`config.mk`:
```
export PLATFORM = sky130hd
export DESIGN_NAME = dip_debounce
export DESIGN_NICKNAME = d
export VERILOG_FILES = /design/src/rtl/dip_debounce.sv
export SDC_FILE = /design/constraint.sdc
export NUM_CORES = 1
export LEC_CHECK = 0
export ABC_AREA = 1
export BUFFER_PORTS_ARGS = -buffer_cell sky130_fd_sc_hd__clkbuf_2
export CELL_PAD_IN_SITES_DETAIL_PLACEMENT = 1
export CELL_PAD_IN_SITES_GLOBAL_PLACEMENT = 1
export CORE_ASPECT_RATIO = 1.25
export CORE_UTILIZATION = 47
export CTS_BUF_LIST = sky130_fd_sc_hd__clkbuf_4 sky130_fd_sc_hd__clkbuf_8 sky130_fd_sc_hd__clkbuf_16
export DETAILED_ROUTE_END_ITERATION = 16
export PLACE_DENSITY = 0.86
export SLEW_MARGIN = 20
export SYNTH_ARGS = -nofsm -noshare
export SYNTH_HDL_FRONTEND = slang
export SYNTH_SLANG_ARGS = --single-unit
export TNS_END_PERCENT = 30
```
`constraint.sdc`:
```
create_clock -name clk -period 2.55 [get_ports clk]
set_clock_uncertainty 0.1 [all_clocks]
set_input_delay 0.255 -clock clk [delete_from_list [all_inputs] [get_ports clk]]
set_output_delay 0.255 -clock clk [all_outputs]
set_load 0.05 [all_outputs]
```
`src/rtl/dip_debounce.sv`:
```
// dip_debounce: multi-bit DIP switch debouncer for the trainer board.
// Each switch bit goes through a two-flop synchronizer, then an
// independent stability counter. A new level is accepted only after it
// has persisted for STABLE_CYCLES consecutive edges. Accepted changes
// produce registered per-bit rise/fall pulses and an aggregate change
// pulse. freeze holds the debounced state and restarts every count.
module dip_debounce #(
  parameter int WIDTH         = 8,
  parameter int STABLE_CYCLES = 500000
) (
  input  logic             clk,
  input  logic             rst_n,
  input  logic [WIDTH-1:0] dip_raw,
  input  logic             freeze,
  output logic [WIDTH-1:0] dip_q,
  output logic [WIDTH-1:0] rise,
  output logic [WIDTH-1:0] fall,
  output logic             change
);

  // Counter wide enough to hold STABLE_CYCLES; it never reaches that value
  // because acceptance happens at STABLE_CYCLES-1 and clears it.
  localparam int              CNT_W    = $clog2(STABLE_CYCLES + 1);
  localparam logic [CNT_W-1:0] CNT_LAST = CNT_W'(STABLE_CYCLES - 1);
  localparam logic [CNT_W-1:0] CNT_ONE  = CNT_W'(1);

  logic [WIDTH-1:0] s1_reg;
  logic [WIDTH-1:0] s2_reg;
  logic [WIDTH-1:0] dip_q_next;

  // Two-flop synchronizer; keeps sampling even while frozen.
  always_ff @(posedge clk or negedge rst_n) begin
    if (!rst_n) begin
      s1_reg <= '0;
      s2_reg <= '0;
    end else begin
      s1_reg <= dip_raw;
      s2_reg <= s1_reg;
    end
  end

  genvar gi;
  generate
    for (gi = 0; gi < WIDTH; gi = gi + 1) begin : g_bit
      logic [CNT_W-1:0] cnt_reg;
      logic [CNT_W-1:0] cnt_next;
      logic             q_next;

      // Per-bit stability decision: any agreement with dip_q, or freeze,
      // restarts the count; the STABLE_CYCLES-th disagreeing edge accepts.
      always_comb begin
        cnt_next = cnt_reg;
        q_next   = dip_q[gi];
        if (freeze) begin
          cnt_next = '0;
        end else if (s2_reg[gi] == dip_q[gi]) begin
          cnt_next = '0;
        end else if (cnt_reg == CNT_LAST) begin
          q_next   = s2_reg[gi];
          cnt_next = '0;
        end else begin
          cnt_next = cnt_reg + CNT_ONE;
        end
      end

      // Per-bit stability counter.
      always_ff @(posedge clk or negedge rst_n) begin
        if (!rst_n) begin
          cnt_reg <= '0;
        end else begin
          cnt_reg <= cnt_next;
        end
      end

      assign dip_q_next[gi] = q_next;
    end
  endgenerate

  // Debounced level plus edge pulses, all registered so events line up
  // with the cycle in which the new dip_q value is first visible.
  always_ff @(posedge clk or negedge rst_n) begin
    if (!rst_n) begin
      dip_q  <= '0;
      rise   <= '0;
      fall   <= '0;
      change <= 1'b0;
    end else begin
      dip_q  <= dip_q_next;
      rise   <= dip_q_next & ~dip_q;
      fall   <= ~dip_q_next & dip_q;
      change <= |(dip_q_next ^ dip_q);
    end
  end

endmodule

```
# After elaboration in Yosys (flattened, before gate mapping)
# Cells that the tools add are included.
[word_totals]
output_inout_bits = 25
latch_bits = 0
mem_bits_ro = 0
ram_bits = 0
word_cells = 92
register_bits = 193
mem_count = 0
[op_classes]
div_mod_pow = 0
addsub = 8
n_lt_le_gt_ge = 0
multipliers = 0
n_bitwise = 5
reduce_logical = 1
shifts = 0
eq_ne = 16
muxes = 48
[ops]
columns = ["op", "n"]
rows = [
  ["$mux W19", 24],
  ["$add A19 B1 Y19 const B", 8],
  ["$eq A19 B19 Y1 const B", 8],
  ["$mux W1", 24],
  ["$and A8 B8 Y8", 2],
  ["$not A8 Y8", 2],
  ["$eq A1 B1 Y1", 8],
  ["$reduce_or A8 Y1", 1],
  ["$xor A8 B8 Y8", 1],
]

# Logic depth before layout (Yosys ltp)
[logic_depth]
word_depth = 6
mapped_depth = 12
depth_no_buf = 12

# Worst setup path before layout
# Ideal clock, no wire load.
[synth_timing]
path_kind = "register to register"
startpoint = "reg g_bit[1].cnt_reg[0]"
endpoint = "reg change"
synth_period_minus_slack_ns = 1.987
path_slack_ns = 0.563
arrival_ns = 1.760
path_buffers = 0
stages_incl_launch_ff = 12
path_cell_list = "dfrtp_1 > ha_1 > nand2_1 > nor2_4 > nand3_2 > nor2_1 > nand3_1 > nand2_1 > inv_1 > ha_1 > nand4_1 > or2_2"
[synth_between]
elab_chain_cells = 6
[synth_rtl]
columns = ["element", "line", "text"]
rows = [
  ["start, declared", "45", "logic [CNT_W-1:0] cnt_reg;"],
  ["start signal, assigned", "71", "cnt_reg <= cnt_next;"],
  ["$eq A19 B19 Y1", "58", "end else if (cnt_reg == CNT_LAST) begin"],
  ["$mux W1", "58", ""],
  ["$mux W1", "56", "end else if (s2_reg[gi] == dip_q[gi]) begin"],
  ["$mux W1", "54", "if (freeze) begin"],
  ["net g_bit[1].q_next", "47", "logic q_next;"],
  ["$xor A8 B8 Y8", "91", "change <= |(dip_q_next ^ dip_q);"],
  ["$reduce_or A8 Y1", "91", ""],
  ["end signal, assigned", "91", ""],
  ["end, declared", "18", "output logic change"],
]
# The timed path passes the listed nets, and every way through them passes these cells.

# Worst setup path in the final report
[layout_timing]
startpoint = "reg g_bit[7].cnt_reg[0]"
endpoint = "reg change"
[layout_between]
elab_chain_cells = 6
[layout_rtl]
columns = ["element", "line"]
rows = [
  ["start, declared", "45"],
  ["start signal, assigned", "71"],
  ["$eq A19 B19 Y1", "58"],
  ["$mux W1", "58"],
  ["$mux W1", "56"],
  ["$mux W1", "54"],
  ["net g_bit[7].q_next", "47"],
  ["$xor A8 B8 Y8", "91"],
  ["$reduce_or A8 Y1", "91"],
]
# The timed path passes the listed nets, and every way through them passes these cells.

==> flow_summary_export.csv <==
group,metric,value,unit
placement,place_congestion,0.842,
yosys,syn_area,10400,µm²
yosys,synthMuxAreaShare,0,%
yosys,synth_top_area_share,46.3,%
grt,grt_max_degree,79,
route,totalWireLength,26.6,mm
floorplanning,fp.dieW,135,µm
setup_path,cp_max_fo,5,
yosys,syn_inst,1345,
route,antenna_left,0,
clocking,path_clk_slew,0.07,ns
floorplanning,start_util,48.2,%
floorplanning,fp-row-count,60,
min_path,min_path_type,"input pin to flop",
yosys,ys_warn_count,0,
sta,period_share,93.1,%
finish,fin_area,11600,µm²
floorplanning,die_area,22800,µm²
finish,final_layout_size_suffix_gt1_share,9.69,%
min_path,hp-start,"freeze",
clocking,ctsResizeCount,0,
yosys,synth_xor_area_share,5.79,%
yosys,synth_ff_type,"dfrtp_1",
placement,numPortBuffers,35,
yosys,yosys-top-cells-area,"dfrtp_1 46%, nor2_1 12%, nand2_1 10%",
outcome,status,"finished clean",
min_path,whs_path_depth,3,
sta,maxSlewHeadroom,56.2,%
run,drv_cap,0,
finish,synthToLayoutAreaGrowth,10.9,%
finish,diodes,0,
sta,finalWorstPathRequiredPeriod,2.37,ns
setup_path,worstSetupPathType,"flop to flop",
yosys,synth.yosys.seq_area_share,46.3,%
grt,antenna_found_initial,0,
route,routedWlPerCell,15.7,µm
grt,top_usage_layer,"met2",
sta,rsz0062_at_grt,"no",
setup_path,reg2reg_from,"g_bit[7].cnt_reg[0]$_DFF_PN0_",
clocking,cts_root_buf,"clkbuf_16",
route,drt_pass1_iterations,6,
clocking,h-tree-depth,4,
setup_path,cp-startpoint,"g_bit[7].cnt_reg[0]$_DFF_PN0_",
sta,drv_slew,0,
yosys,synthArstFlopShare,100,%
setup_path,start_kind,"flop",
grt,grt_use_met1,29.7,%
yosys,avgSynthCellArea,7.75,µm²
sta,fin_tns_setup,0,ns
min_path,min_delay_worst_endpoint,"g_bit[7].cnt_reg[14]$_DFF_PN0_",
setup_path,worstPathRequired,2.77,ns
yosys,synthTopCellsByCount,"343 x nor2_1, 281 x nand2_1, 193 x dfrtp_1, 161 x inv_1, 83 x nand3_1",
setup_path,endpoint_kind,"flop",
route,drt-initial-drc-count,273,
route,route.vias.total,8787,
route,drc_errors,0,
yosys,ys_seq_elements,193,
setup_path,worst-r2r-setup-slack,0.18,ns
clocking,clkLatencyLatePin,0.44,ns
clocking,cts_made_buffers,17,
route,viasPerCell,5.19,
grt,grt_use_met3,3.59,%
finish,largest_register_ffs,152,
grt,gr-usage-met2,46.9,%
sta,hold_viol,0,
floorplanning,fp.coreArea,21600,µm²
clocking,clock_path_buffers,2,
grt,gr-usage-all-layers,25.3,%
pwr,vdd_drop_max,0.469,mV
yosys,synth_cell_types,34,
setup_path,rr_worst_depth,11,
yosys,synthAdderAreaFrac,2.88,%
setup_path,critPathArrivalTime,2.59,ns
yosys,synth_largest_area_cell,"dfrtp_1",
floorplanning,io_pins,36,
grt,grt_pass1_vias,9706,
yosys,synth-edff-count,0,
finish,nets,1436,
yosys,synth_compound_area_share,3.54,%
sta,max_freq,421,MHz
floorplanning,die_h,169,µm
grt,grt-ovfl-total,0,
placement,place_hpwl,19.3,mm
yosys,synth_top_family_by_area,"simple AND/OR/NAND/NOR gates",
clocking,cts.sinks,193,
clocking,cts_tree,"done",
setup_path,reg2reg_to,"change$_DFF_PN0_",
pwr,pwr_density_cell,519,nW/µm²
yosys,synth-simple-area-share,34.2,%
yosys,synth_nets,1380,
grt,grt_pass1_wl,46.0,mm
sta,finalSetupViolCount,0,
placement,place_area,10900,µm²
yosys,synth.most_common_cell,"nor2_1",
pwr,p_leak,4.97,nW
sta,tightest_slew,0.657,ns
## routing by layer
layer	up-vias	wire [µm]
li1	4295	-
met1	4350	11400
met2	103	14200
met3	39	548
met4	0	490
met5	-	0
## worst max-delay path, cell delays in order (launching register included)
cell and delay (ns):
dfrtp_1 0.39, ha_1 0.20, nand2_1 0.10, nor2_2 0.26, nand3_1 0.12, nor2_1 0.11, nand3_1 0.08, nand2_1 0.12
inv_1 0.07, ha_1 0.31, nand4_1 0.09, or2_2 0.30
## layout by cell type, fill, tap and decap left out, types with 16 or more instances in the layout
cell type / instances
ha_1: 24
o21ai_0: 16
nor2_2: 23
clkbuf_16: 17
clkbuf_2: 34
xnor2_1: 18
inv_1: 161
dfrtp_1: 193
xor2_1: 51
a21oi_1: 16
nor2_1: 343
nand4_1: 37
nand3_1: 83
nand2_1: 281
nor3_1: 17
## where the power goes
group          total [mW]  leakage (nW)  internal, mW  switching, mW
Sequential           3.10          2.61          3.08         0.0193
Combinational       0.201          2.08        0.0532          0.148
Clock                2.69         0.279          1.48           1.21
Total                6.00          4.97          4.62           1.38
## cells by family (layout without fill, tap and decap cells)
family | Yosys count | count (layout)
xor+xnor | 69 | 69
simple gates | 822 | 822
flops | 193 | 193
buf+inv | 180 | 249
compound gates | 57 | 57
fa+ha+maj | 24 | 24
## how the worst max path moves through the flow
stage,to,slack [ns],cells past startpoint
CTS,change$_DFF_PN0_,0.15,11
global placement,change$_DFF_PN0_,0.38,11
floorplan,change$_DFF_PN0_,0.56,11
finish,change$_DFF_PN0_,0.18,11
detailed placement,change$_DFF_PN0_,0.27,11
global route,change$_DFF_PN0_,0.02,11
## through the flow
step | setup slack (ns) | total power [mW] | std cells | utilization [%] | hold slack (ns)
floorplan | 0.563 | 3.25 | 1345 | - | -0.141
global placement | 0.381 | 3.35 | 1652 | 50.4 | 0.232
detailed placement | 0.267 | 3.36 | 1652 | 50.4 | 0.237
CTS | 0.147 | 6.07 | 1693 | 53.5 | 0.169
global route | 0.0233 | 6.21 | 1693 | 53.5 | 0.189
finish | 0.176 | 6.00 | 1693 | 53.5 | 0.193
## repair_timing
action,4_1_cts,5_1_grt
setup buffers,0,0
hold endpoints to repair,81,0
hold buffers,9,0
## final cells by class
class,count,area (µm²)
clock inverter,13,136
tap,279,349
fill,2760,10100
inverter,167,628
multi-input combinational,972,4840
timing repair buffer,50,332
clock buffer,19,447
sequential,193,4830
Note: power is estimated with default switching activity, not from simulation.
